**src/rtl/multi_add_pkg.sv**
```systemverilog
// Shared definitions for the sequential multi-operand adder: FSM state encoding
// and the full-sum width computation.
package multi_add_pkg;

  typedef enum logic [1:0] {
    StIdle = 2'd0,
    StSum  = 2'd1,
    StDone = 2'd2
  } state_e;

  // Width that holds the sum of n_ops unsigned operands of width bits without wrapping.
  function automatic int unsigned calc_sum_w(input int unsigned width, input int unsigned n_ops);
    return width + $clog2(n_ops);
  endfunction

endpackage

```
**src/rtl/sum_trunc_sat.sv**
```systemverilog
// Combinational truncation of the full sum to TRUNC_W bits with overflow detect.
// With MULTI_OPERAND_ADDER_SAT_EN defined, an overflowing sum saturates to all ones;
// otherwise the low TRUNC_W bits are passed through (wrap).
module sum_trunc_sat #(
  parameter int unsigned SUM_W   = 6,
  parameter int unsigned TRUNC_W = 4
) (
  input  logic [SUM_W-1:0]   sum_i,
  output logic [TRUNC_W-1:0] trunc_o,
  output logic               ovf_o
);

  if (TRUNC_W >= SUM_W) begin : g_full
    // Result width covers the whole sum, so overflow is impossible.
    assign ovf_o   = 1'b0;
    assign trunc_o = TRUNC_W'(sum_i);
  end else begin : g_trunc
    logic [TRUNC_W-1:0] low_bits;
    assign low_bits = sum_i[TRUNC_W-1:0];
    assign ovf_o    = |sum_i[SUM_W-1:TRUNC_W];
`ifdef MULTI_OPERAND_ADDER_SAT_EN
    assign trunc_o  = ovf_o ? {TRUNC_W{1'b1}} : low_bits;
`else
    assign trunc_o  = low_bits;
`endif
  end

endmodule

```
**src/rtl/multi_operand_adder.sv**
```systemverilog
// Sequential multi-operand adder: captures N_OPS operands on start, adds one per
// clock, then registers the full sum, a truncated sum and an overflow flag.
// Optional saturation of the truncated sum: MULTI_OPERAND_ADDER_SAT_EN.
module multi_operand_adder
  import multi_add_pkg::*;
#(
  parameter int unsigned WIDTH   = 4,
  parameter int unsigned N_OPS   = 4,
  parameter int unsigned TRUNC_W = 4
) (
  input  logic                                   clk,
  input  logic                                   rst,
  input  logic                                   start,
  input  logic [N_OPS*WIDTH-1:0]                 ops,
  output logic                                   busy,
  output logic                                   done,
  output logic [calc_sum_w(WIDTH, N_OPS)-1:0]    sum,
  output logic [TRUNC_W-1:0]                     sum_trunc,
  output logic                                   ovf
);

  localparam int unsigned SumW = calc_sum_w(WIDTH, N_OPS);
  localparam int unsigned IdxW = $clog2(N_OPS);

  state_e            state_q, state_d;
  logic [WIDTH-1:0]  ops_q [N_OPS];
  logic [SumW-1:0]   acc_q, acc_d;
  logic [IdxW-1:0]   idx_q, idx_d;
  logic              busy_q, done_q, ovf_q;
  logic [SumW-1:0]   sum_q;
  logic [TRUNC_W-1:0] trunc_q;

  logic              capture;
  logic              load_res;
  logic [SumW-1:0]   acc_sum;
  logic [TRUNC_W-1:0] trunc_nxt;
  logic              ovf_nxt;

  assign acc_sum = acc_q + SumW'(ops_q[idx_q]);

  sum_trunc_sat #(
    .SUM_W  (SumW),
    .TRUNC_W(TRUNC_W)
  ) u_sum_trunc_sat (
    .sum_i  (acc_sum),
    .trunc_o(trunc_nxt),
    .ovf_o  (ovf_nxt)
  );

  // Next-state logic: capture on start in IDLE/DONE, accumulate one operand per cycle in SUM.
  always_comb begin
    state_d  = state_q;
    acc_d    = acc_q;
    idx_d    = idx_q;
    capture  = 1'b0;
    load_res = 1'b0;
    unique case (state_q)
      StIdle: begin
        if (start) begin
          capture = 1'b1;
          state_d = StSum;
        end
      end
      StSum: begin
        acc_d = acc_sum;
        idx_d = idx_q + 1'b1;
        if (idx_q == IdxW'(N_OPS - 1)) begin
          load_res = 1'b1;
          state_d  = StDone;
        end
      end
      StDone: begin
        if (start) begin
          capture = 1'b1;
          state_d = StSum;
        end else begin
          state_d = StIdle;
        end
      end
      default: state_d = StIdle;
    endcase
    if (capture) begin
      acc_d = '0;
      idx_d = '0;
    end
  end

  // State, datapath and registered outputs; reset aborts any operation in flight.
  always_ff @(posedge clk or posedge rst) begin
    if (rst) begin
      state_q <= StIdle;
      acc_q   <= '0;
      idx_q   <= '0;
      busy_q  <= 1'b0;
      done_q  <= 1'b0;
      sum_q   <= '0;
      trunc_q <= '0;
      ovf_q   <= 1'b0;
      for (int i = 0; i < int'(N_OPS); i++) begin
        ops_q[i] <= '0;
      end
    end else begin
      state_q <= state_d;
      acc_q   <= acc_d;
      idx_q   <= idx_d;
      busy_q  <= (state_d == StSum);
      done_q  <= (state_d == StDone);
      if (capture) begin
        for (int i = 0; i < int'(N_OPS); i++) begin
          ops_q[i] <= ops[i*WIDTH +: WIDTH];
        end
      end
      if (load_res) begin
        sum_q   <= acc_sum;
        trunc_q <= trunc_nxt;
        ovf_q   <= ovf_nxt;
      end
    end
  end

  assign busy      = busy_q;
  assign done      = done_q;
  assign sum       = sum_q;
  assign sum_trunc = trunc_q;
  assign ovf       = ovf_q;

endmodule
```
**config.mk**
```make
export PLATFORM = sky130hd
export DESIGN_NAME = multi_operand_adder
export DESIGN_NICKNAME = d
export VERILOG_FILES = /design/src/rtl/multi_add_pkg.sv /design/src/rtl/sum_trunc_sat.sv /design/src/rtl/multi_operand_adder.sv
export SDC_FILE = /design/constraint.sdc
export NUM_CORES = 1
export LEC_CHECK = 0
export BUFFER_PORTS_ARGS = -buffer_cell sky130_fd_sc_hd__buf_2
export CORE_ASPECT_RATIO = 0.6
export CORE_MARGIN = 5
export CORE_UTILIZATION = 50
export DETAILED_ROUTE_END_ITERATION = 16
export GPL_TIMING_DRIVEN = 0
export PLACE_DENSITY = 0.71
export REMOVE_ABC_BUFFERS = 1
export SLEW_MARGIN = 20
export SYNTH_ARGS = -nofsm -noshare
export SYNTH_HDL_FRONTEND = slang
export SYNTH_SLANG_ARGS = --single-unit
export TNS_END_PERCENT = 20
```
**constraint.sdc**
```tcl
create_clock -name clk -period 5.59 [get_ports clk]
set_input_delay 0.8385 -clock clk [delete_from_list [all_inputs] [get_ports clk]]
set_output_delay 0.8385 -clock clk [all_outputs]
set_load 0.01 [all_outputs]
```
Word level (Yosys, flattened, before mapping)
Index checks and enable logic that the tools add are counted.
- flip-flop bits (word level): 39
- bits in latches: 0
- memory bits (writable): 0
- ROM bits: 0
- output and inout bits: 13
- word-level logic and storage cells: 40
- memories: 0
- $add $sub $neg: 2
- $mul: 0
- divide/modulo/power cells: 0
- order comparisons: 1
- eq/ne operators: 5
- shift-type cells: 0
- mux-type cells: 15
- bitwise operators: 1
- reductions and logical operators: 4
- operators by type and width (kind ; number):
    $mux W6 ; 2
    $bmux W4 S2 ; 1
    $mux W2 ; 4
    $mux W4 ; 2
    $add A6 B4 Y6 ; 1
    $eq A2 B2 Y1 const B ; 3
    $pmux W2 S3 ; 1
    $mux W1 ; 5
    $eq A2 B1 Y1 const B ; 2
    $reduce_or A2 Y1 ; 2
    $ge A3 B3 Y1 const B ; 1
    $not A2 Y3 ; 1
    $add A2 B1 Y2 const B ; 1
    $logic_not A2 Y1 ; 1
    $reduce_bool A2 Y1 ; 1

Logic depth before layout (Yosys ltp)
Gate-level depths: netlist of run 1.
- depth in word-level cells: 7
- gate-level depth with buffers: 8
- mapped depth without buffers: 7

Cells and area by module
Synthesis of run 1 repeated with hierarchy kept, for this count alone.
- cell total of the unflattened synthesis: 156
- area total of the unflattened synthesis: 1786.7 um^2
- by module, submodules not included (module ; times used ; cells each ; area each (um^2)):
    multi_operand_adder ; 1 ; 151 ; 1750.4
    sum_trunc_sat ; 1 ; 5 ; 36.3

Worst setup path before layout of run 1
No wires, ideal clock.
- path kind: reg2reg
- from: reg idx_q[0]
- to: reg ovf_q (netlist: ovf)
- arrival: 2.190 ns
- path slack: 3.266 ns
- cell stages (with the launch flop): 9
- period minus slack after synthesis: 2.324 ns
- cells stage by stage: dfrtp_1 -> buf_2 -> mux4_2 -> ha_1 -> fa_1 -> a211oi_1 -> nor2_1 -> xnor2_1 -> o211ai_1
- longest elaborated chain between the ends: 6
- elaborated cells on any way between the ends: 9
- those cells by class: add/sub: 1; eq/ne: 1; mux: 5; bitwise: 1; reduce/logical: 1
- RTL lines (item ; RTL line ; text):
    start: declaration ; multi_operand_adder.sv:28 ; logic [IdxW-1:0] idx_q, idx_d;
    start signal: assignment ; multi_operand_adder.sv:105 ; idx_q <= idx_d;
    $not A2 Y3 (implied by the code) ; multi_operand_adder.sv:39 ; assign acc_sum = acc_q + SumW'(ops_q[idx_q]);
    $bmux W4 S2 ; multi_operand_adder.sv:39 ;
    $mux W4 (implied by the code) (2 in a row) ; multi_operand_adder.sv:39 ;
    $add A6 B4 Y6 ; multi_operand_adder.sv:39 ;
    $reduce_or A2 Y1 ; sum_trunc_sat.sv:20 ; assign ovf_o = |sum_i[SUM_W-1:TRUNC_W];
    end signal: assignment ; multi_operand_adder.sv:116 ; ovf_q <= ovf_nxt;
    end: declaration ; multi_operand_adder.sv:29 ; logic busy_q, done_q, ovf_q;
Several ways; a longest one is shown, not always the timed one. The select of a mux whose other input is x is not followed.
A chain may end at the register's enable or synchronous reset.

Final worst setup path of run 1
- from: reg idx_q[0]
- to: reg sum_q[4] (netlist: sum[4])
- longest elaborated chain between the ends: 5
- elaborated cells on any way between the ends: 8
- those cells by class: add/sub: 1; eq/ne: 1; mux: 5; bitwise: 1
- RTL lines (item ; RTL line ; text):
    $not A2 Y3 (implied by the code) ; multi_operand_adder.sv:39 ;
    $bmux W4 S2 ; multi_operand_adder.sv:39 ;
    $mux W4 (implied by the code) (2 in a row) ; multi_operand_adder.sv:39 ;
    $add A6 B4 Y6 ; multi_operand_adder.sv:39 ;
    end signal: assignment ; multi_operand_adder.sv:114 ; sum_q <= acc_sum;
    end: declaration ; multi_operand_adder.sv:30 ; logic [SumW-1:0] sum_q;
Several ways; a longest one is shown, not always the timed one. The select of a mux whose other input is x is not followed.

==> results of run 1 <==
==> cell usage in the layout (no fill, tap or decap), drive strengths merged, types with 2 or more instances in the layout <==
master,synthesis,final
nand2,58,58
dfrtp,35,35
buf,10,31
clkbuf,0,8
o21ai,7,7
a22o,5,5
ha,5,5
mux4,4,4
nor2,4,4
mux2,3,3
inv,3,3
xor2,2,2
mux2i,2,2
nand2b,2,2
a21o,2,2
and3,2,2
==> Yosys cell counts, types with 2 or more instances <==
cell type and number:
a22o_1 5, buf_2 5, buf_4 4, dfrtp_1 35
ha_1 5, inv_1 3, mux2_2 3, mux2i_1 2
mux4_2 4, nand2_1 58, nand2b_1 2, nor2_1 3
o21ai_0 7, xor2_1 2
==> layout make-up <==
| type | count | area (sq um) |
|---|---|---|
| fillers | 280 | 1320 |
| flip-flops and latches | 35 | 876 |
| multi-input cells | 104 | 663 |
| repair buffers | 31 | 155 |
| clock buffers | 8 | 100 |
| well taps | 45 | 56.3 |
| inverters | 3 | 11.3 |
==> metrics by stage <==
step,setup WS [ns],util [%],power (mW),hold WS [ns],std cells
after floorplan,3.26,-,0.849,0.440,142
after global placement,3.04,55.3,0.974,0.456,218
after detailed placement,3.06,55.3,1.01,0.462,218
after CTS,3.02,58.4,1.22,0.479,226
after global routing,2.84,58.5,1.32,0.510,226
final,3.02,58.5,1.20,0.474,226
==> per-layer routing <==
metal,routed length [microns],part of all wire (%)
met1,1500,48
met4,19,0.61
met2,1440,46
met3,177,5.6
met5,0,0
==> path summary, 6_finish.rpt <==
path	endpoint	cells after the start	slack (ns)
setup / recovery	sum[4]$_DFFE_PP0P_	7	3.02
hold / removal	sum[5]$_DFFE_PP0P_	2	0.47
setup reg to reg	sum[4]$_DFFE_PP0P_	7	3.02
hold reg to reg	sum[5]$_DFFE_PP0P_	2	0.47
max in group asynchronous	ops_q[3]$_DFFE_PP0P_	2	4.46
min in group asynchronous	busy$_DFF_PP0_	2	0.67
==> logic make-up after synthesis <==
logic type | synth area share [%]
adder cells (fa/ha/maj) | 5.12
buffers and inverters | 4.81
AND/OR/NAND/NOR | 18.1
AO/OA/AOI/OAI | 7.13
flip-flops | 54.3
XOR/XNOR | 1.63
multiplexers | 8.91
==> state kept, by name (all words and copies together) (netlist names) <==
register and flops:
ovf 1, done 1, acc_q 6, ops_q 16, sum 6, busy 1, state_q 2, idx_q 2
==> power by group <==
group | internal [mW] | switching, mW | leakage, nW
sequential | 0.377 | 0.0888 | 0.435
clock | 0.112 | 0.0870 | 0.0515
combinational | 0.258 | 0.282 | 0.508
==> critical path, stage by stage, from the launching register on <==
cell      delay (ns)
dfrtp_1         0.54
mux4_2          0.55
ha_1            0.22
fa_1            0.41
a211oi_1        0.26
nor2_1          0.09
xnor2_1         0.25
o21ai_0         0.11
==> results.md, run 1 <==
* Area of the core at 3180 sq um
* Setup TNS at 0 ns
* Final Setup Violations at 0
* Crit Reg-Reg Startpoint: idx_q[0]$_DFFE_PP0P_
* Required time of the critical path at 5.75 ns
* Slew Limit Headroom at 52.2%
* Initial antenna violation count at 0
* Clock Tree Buf Depth at 2
* CTS hold repair buffers at 0
* Startpoint Class: flip-flop
* Drt wl/cell at 13.9 microns
* CTS clk-pin slew, worst paths at 0.07 ns
* Detailed-route via count at 1,113
* Global Route Usage Sum at 16.4%
* Global route overflow at 0
* # DRC at 0
* CTS H-tree lvls at 2
* Die width at 83.4 microns
* Proportion of netlist area held by the largest area contributor at 54.3%
* Met2 Usage GRT at 27.7%
* Setup CP Type: flip-flop to flip-flop
* Post-CTS Setup Inserts at 0
* Largest net degree at the start of global routing at 36
* Area after DPL at 1760 sq um
* Met1 Use GR at 20.4%
* Clock sink count at 35
* Clock Skew at 0.00430 ns
* CTS Root Cell: clkbuf_8
* Final Max Slew Viols at 0
* TritonCTS Buffers at 5
* Row count at 16
* Synthesized instance count at 152
* CP max FO at 7
* Leakage at 0.994 nW
* HP Start: sum[5]$_DFFE_PP0P_
* Final Cell Area at 1860 sq um
* Synth-to-Final Area Change at 15.3%
* Min Clock Period, post-route at 2.57 ns
* DRT iter0 DRCs at 62
* Die area at 4500 sq um
* Maxcap violations at 0
* CP arrival at 2.72 ns
* First-pass GRT wire length at 5610 microns
* Number of global-route vias before repair at 1,165
* CTS tree: yes
* Final #Nets at 205
* PortBufs at 31
* RD Place Congestion at 0.785
* Met3 Usage GRT at 5.66%
* VDD IR-drop max at 314 uV
* Drt via density at 4.92
* Most used routing layer: met2
* #FFs+latches synth at 35
* Path category of the worst min-delay check: flip-flop to flip-flop
* Clk_lat worst skew at 0.28 ns
* Crit. Startpoint: idx_q[0]$_DFFE_PP0P_
* Mapped cell area at 1610 sq um
* Ys flop type: dfrtp_1
* Register area share after synthesis at 54.3%
* Top cells by area, synth: dfrtp_1, nand2_1, mux4_2
* Ports at 32
* Final hold vios at 0
* Post-Syn Area per Cell at 10.6 sq um
* Drt pass-1 iters at 4
* Synth warnings at 0
* Number of synthesized flops with an enable pin at 0
* Post-CTS sizing at 0
* Initial Utilization at 50.7%
* Die span in y at 54.0 microns
* Cell variety after synth at 28
* Inserted Diodes at 0
* RSZ-0062 raised after global routing: false
* Remaining antenna violation count after routing at 0
* Outcome: complete, no violations
* Pwr Density at 647 nW/um^2
* Ratio of cells with drive above 1 in the final layout at 28.7%
* Detailed placement HPWL at 2320 microns
* Fin crit share at 45.9%
* Final WL at 3140 microns
* Worst-Margin Slew at 0.716 ns
* Yosys top cell by area: dfrtp_1
* Fmax achieved at 0.390 GHz
* CP endpoint kind: flip-flop
* Ys async rst share at 100%
No activity file was read; power rests on OpenSTA's default activity.
==> inputs of run 2 (changes only) <==
CORE_UTILIZATION = 48   (was 50)
PLACE_DENSITY = 0.72   (was 0.71)
clock period = 2.3 ns   (was 5.59 ns; I/O delays follow)
==> run 2 against run 1 <==
Effect of this change: die area up 3.5%; worst setup slack worse by 3.0 ns; first-iteration DRC count down 32%; largest power group unchanged; register-to-register slack worse by 3.0 ns; final area up 4.6%; hold slack worse by 0.29 ns; sequential power up 140%; critical path type unchanged; global-route usage down 0.28 points; critical path depth unchanged; routed wire length up 11%; sequential cell count unchanged; clock power up 150%.
==> results.md, run 2 (same netlist as run 1, synthesis figures left out) <==
* Biggest register: ops_q
* Path category of the worst min-delay check: input pin to asynchronous set/reset pin
* DRT iter0 DRCs at 42
* Clock Skew at 0.00479 ns
* Fmax achieved at 0.446 GHz
* CP endpoint kind: flip-flop
* Clk_lat worst skew at 0.29 ns
* Number of global-route vias before repair at 1,231
* Row count at 16
* Initial Utilization at 49.8%
* Detailed-route via count at 1,136
* Setup CP Type: flip-flop to flip-flop
* RSZ-0062 raised after global routing: true
* Ratio of cells with drive above 1 in the final layout at 35.5%
* Commonest cells after routing, fill and taps aside: nand2_1, dfrtp_1, buf_2, clkbuf_8, o21ai_0
* Required time of the critical path at 2.46 ns
* Final Max Slew Viols at 0
* Clock sink count at 35
* Slew Limit Headroom at 50.0%
* CTS hold repair buffers at 0
* Startpoint Class: flip-flop
* Cell chain of the critical path: mux4_2, ha_2, fa_2, a211oi_2, nor2_2, xnor2_2, o211ai_1
* Clock Tree Buf Depth at 2
* Area of the core at 3240 sq um
* Area after DPL at 1760 sq um
* Final Setup Violations at 0
* Die area at 4660 sq um
* Drt pass-1 iters at 4
* Global Route Usage Sum at 16.1%
* TritonCTS Buffers at 5
* Inserted Diodes at 0
* Slowest-stage cell, CP: mux4_2
* Drt wl/cell at 15.3 microns
* Final WL at 3480 microns
* Final hold vios at 0
* Final Util at 60.1%
* Pwr Density at 1640 nW/um^2
* Final Cell Area at 1950 sq um
* Worst-Margin Slew at 0.749 ns
* Commonest non-fill, non-tap cell in the layout: nand2_1
* Synth-to-Final Area Change at 20.7%
* Max reg flops at 16
* Crit path buf inv count at 0
* Max stage delay on crit path at 0.52 ns
* Ports at 32
* Detailed placement HPWL at 2420 microns
* CTS H-tree lvls at 2
* Final #Nets at 207
* Die span in y at 54.9 microns
* Global route overflow at 0
* Remaining antenna violation count after routing at 0
* CP arrival at 2.40 ns
* CP top delay family: adder cells
* RD Place Congestion at 0.771
* Die width at 84.9 microns
* CTS clk-pin slew, worst paths at 0.07 ns
* Cells after DPL at 218
* Hold_ws at 0.185 ns
* CTS Root Cell: clkbuf_8
* Largest net degree at the start of global routing at 36
* Outcome: complete, no violations
* Initial antenna violation count at 0
* First-pass GRT wire length at 5650 microns
* CTS tree: yes
* Leakage at 1.01 nW
* Drt via density at 4.98
* VDD IR-drop max at 643 uV
* Min Clock Period, post-route at 2.24 ns
* PortBufs at 31
* # DRC at 0
* CP max FO at 3
* Fin crit share at 97.5%
* Maxcap violations at 0
* Final Non-Filler Cells at 228
==> run 2: report_power, final <==
| part | total (mW) | internal [mW] | leakage, nW | switching (mW) |
|---|---|---|---|---|
| Sequential | 1.14 | 0.918 | 0.434 | 0.222 |
| Combinational | 1.57 | 0.775 | 0.523 | 0.795 |
| Clock | 0.492 | 0.273 | 0.0515 | 0.219 |
| Total | 3.20 | 1.97 | 1.01 | 1.24 |
==> run 2: final timing paths <==
check	from	to	slack (ns)	depth (start not counted)
max	idx_q[0]$_DFFE_PP0P_	ovf$_DFFE_PP0P_	0.06	7
min	rst	sum[5]$_DFFE_PP0P_	0.19	2
max reg2reg	idx_q[0]$_DFFE_PP0P_	ovf$_DFFE_PP0P_	0.06	7
min reg2reg	sum[5]$_DFFE_PP0P_	sum[5]$_DFFE_PP0P_	0.48	2
max in group asynchronous	rst	idx_q[0]$_DFFE_PP0P_	1.59	2
min in group clk	ops[5]	ops_q[9]$_DFFE_PP0P_	0.24	3
==> run 2: repair_timing <==
item                                    in CTS  in global routing
gates resized for setup                      6                  6
endpoints found under the setup margin       5                  4
pin swaps                                    1                  3
buffers inserted                             2                  0
==> run 2: final cells by class <==
cell class | count | area (sq um)
multi-input cells | 104 | 733
repair buffers | 33 | 170
fillers | 278 | 1290
clock buffers | 8 | 100
well taps | 45 | 56.3
flip-flops and latches | 35 | 877
inverters | 3 | 11.3
==> run 2: routing by layer <==
metal	share of wire, %	wire (microns)	global-route usage (%)
met5	0	0	0
met3	5.8	202	5.18
met2	47	1630	27.1
met1	45	1570	19.9
met4	2.1	74	6.32
==> run 2: per-stage QoR <==
stage / TNS, ns / power (mW) / worst slack [ns]
finish: 0 / 3.20 / 0.0582
global route: -0.0993 / 3.47 / -0.0522
CTS: 0 / 3.12 / 0.00583
detailed placement: -0.927 / 2.47 / -0.302
global placement: -0.803 / 2.37 / -0.272
floorplan: -0.0591 / 2.06 / -0.0270
==> inputs of run 3 (changes only) <==
RECOVER_POWER = 50   (was default)
==> run 3 against run 2 <==
Effect of this change: count of clock-buffer cells in the layout stayed put; global-route usage stayed put; final area decreased by 0.32%; critical endpoint unchanged.
==> results.md, run 3 (same netlist as run 1, synthesis figures left out) <==
* Outcome: complete, no violations
* RSZ-0062 raised after global routing: true
* Global Route Usage Sum at 16.1%
* Die area at 4660 sq um
* CTS clk-pin slew, worst paths at 0.07 ns
* Final #Nets at 207
* Fmax achieved at 0.447 GHz
* Ratio of cells with drive above 1 in the final layout at 32.2%
* PortBufs at 31
* CTS hold repair buffers at 0
* # DRC at 0
* RD Place Congestion at 0.771
* Pwr Density at 1640 nW/um^2
* CTS Root Cell: clkbuf_8
* CTS tree: yes
* Startpoint Class: flip-flop
* Synth-to-Final Area Change at 20.3%
* DRT met1 WL at 1580 microns
* Ports at 32
* CP max FO at 3
* Final Setup Violations at 0
* VDD IR-drop max at 632 uV
* Detailed placement HPWL at 2420 microns
* Remaining antenna violation count after routing at 0
* Die width at 84.9 microns
* Biggest register: ops_q
* Inserted Diodes at 0
* Met3 routed wirelength at 196 microns
* CP arrival at 2.40 ns
* Max Used Layer: met4
* Final Max Slew Viols at 0
* Routed length on met2 at 1630 microns
* Area after DPL at 1760 sq um
* Area of the multi-input gates at 733 sq um
* Cells after DPL at 218
* HP Start: ops[5]
* Drt wl/cell at 15.3 microns
* CTS H-tree lvls at 2
* Worst-Margin Slew at 1.35 ns
* Clock Tree Buf Depth at 2
* Final Non-Filler Cells at 228
* Commonest non-fill, non-tap cell in the layout: nand2_1
* Fill count at 280
* CP endpoint kind: flip-flop
* Commonest cells after routing, fill and taps aside: nand2_1, dfrtp_1, buf_2, clkbuf_8
* Clock Skew at 0.00475 ns
* Number of global-route vias before repair at 1,231
* Row count at 16
* Drt via density at 4.97
* TritonCTS Buffers at 5
* Die span in y at 54.9 microns
* Sequential cell area at 877 sq um
* Clock sink count at 35
* Initial antenna violation count at 0
* Slew Limit Headroom at 9.75%
* Crit Reg-Reg Startpoint: idx_q[0]$_DFFE_PP0P_
* Maxcap violations at 0
* Required time of the critical path at 2.46 ns
* Initial Utilization at 49.8%
* Min Clock Period, post-route at 2.24 ns
* Global route overflow at 0
* Fin crit share at 97.3%
* Final hold vios at 0
* DRT iter0 DRCs at 39
* Drt pass-1 iters at 4
* Crit. Startpoint: idx_q[0]$_DFFE_PP0P_
* Leakage at 0.992 nW
* Area of the core at 3240 sq um
* Detailed-route via count at 1,134
* Final Cell Area at 1940 sq um
* Path category of the worst min-delay check: input pin to flip-flop
* Clk_lat worst skew at 0.29 ns
* First-pass GRT wire length at 5650 microns
* Max reg flops at 16
* Setup CP Type: flip-flop to flip-flop
* Final WL at 3480 microns
* Largest net degree at the start of global routing at 36
* Pwr Total at 3.19 mW
==> run 3: cell types whose count changed in the layout (fill, tap and decap cells not counted) <==
cell	change
buf_2	-5
clkbuf_1	+5
inv_1	+1
inv_2	-1
==> run 3: stage by stage <==
step | hold slack [ns] | utilization (%) | setup WS, ns | setup TNS (ns)
2_1_floorplan | 0.440 | - | -0.0270 | -0.0591
3_3_place_gp | 0.456 | 54.2 | -0.272 | -0.803
3_5_place_dp | 0.458 | 54.2 | -0.302 | -0.927
4_1_cts | 0.203 | 59.0 | 0.00583 | 0
5_1_grt | 0.248 | 59.9 | -0.0522 | -0.0993
6_report | 0.242 | 59.9 | 0.0610 | 0
==> run 3: per-layer routing <==
metal / global-route usage [%] / up-vias
met3: 5.18 / 9
met5: 0 / -
met2: 27.1 / 31
li1: - / 556
met4: 6.32 / 0
met1: 19.9 / 538
==> run 3: final timing paths <==
| path | endpoint | slack, ns | cells past startpoint |
|---|---|---|---|
| setup / recovery | ovf$_DFFE_PP0P_ | 0.06 | 7 |
| setup reg to reg | ovf$_DFFE_PP0P_ | 0.06 | 7 |
| min in group asynchronous | sum[5]$_DFFE_PP0P_ | 0.43 | 2 |
| hold reg to reg | sum[5]$_DFFE_PP0P_ | 0.48 | 2 |
| hold / removal | ops_q[9]$_DFFE_PP0P_ | 0.24 | 3 |
| max in group asynchronous | idx_q[0]$_DFFE_PP0P_ | 0.97 | 2 |
==> run 3: what timing repair did <==
item / CTS / global route
resized for setup: 6 / 6
endpoints found under the setup margin: 5 / 4
setup buffers: 2 / 0
pin swaps: 1 / 3
==> run 3: critical path, stage by stage (launching register included) <==
cell      delay (ns)
dfrtp_2         0.40
mux4_2          0.52
ha_2            0.21
fa_2            0.37
a211oi_2        0.23
nor2_2          0.08
xnor2_2         0.20
o211ai_1        0.10
==> run 3: layout make-up <==
type | count | share of cell area, %
Clock buffer | 8 | 5.15
Inverter | 3 | 0.580
Multi-Input combinational cell | 104 | 37.8
Sequential cell | 35 | 45.2
Tap cell | 45 | 2.90
Timing Repair Buffer | 33 | 8.44
==> run 3: where the power goes <==
| group | internal [mW] | total, mW | switching, mW | leakage [nW] |
|---|---|---|---|---|
| Combinational | 0.765 | 1.56 | 0.794 | 0.507 |
| Clock | 0.273 | 0.492 | 0.218 | 0.0515 |
| Sequential | 0.918 | 1.14 | 0.223 | 0.434 |
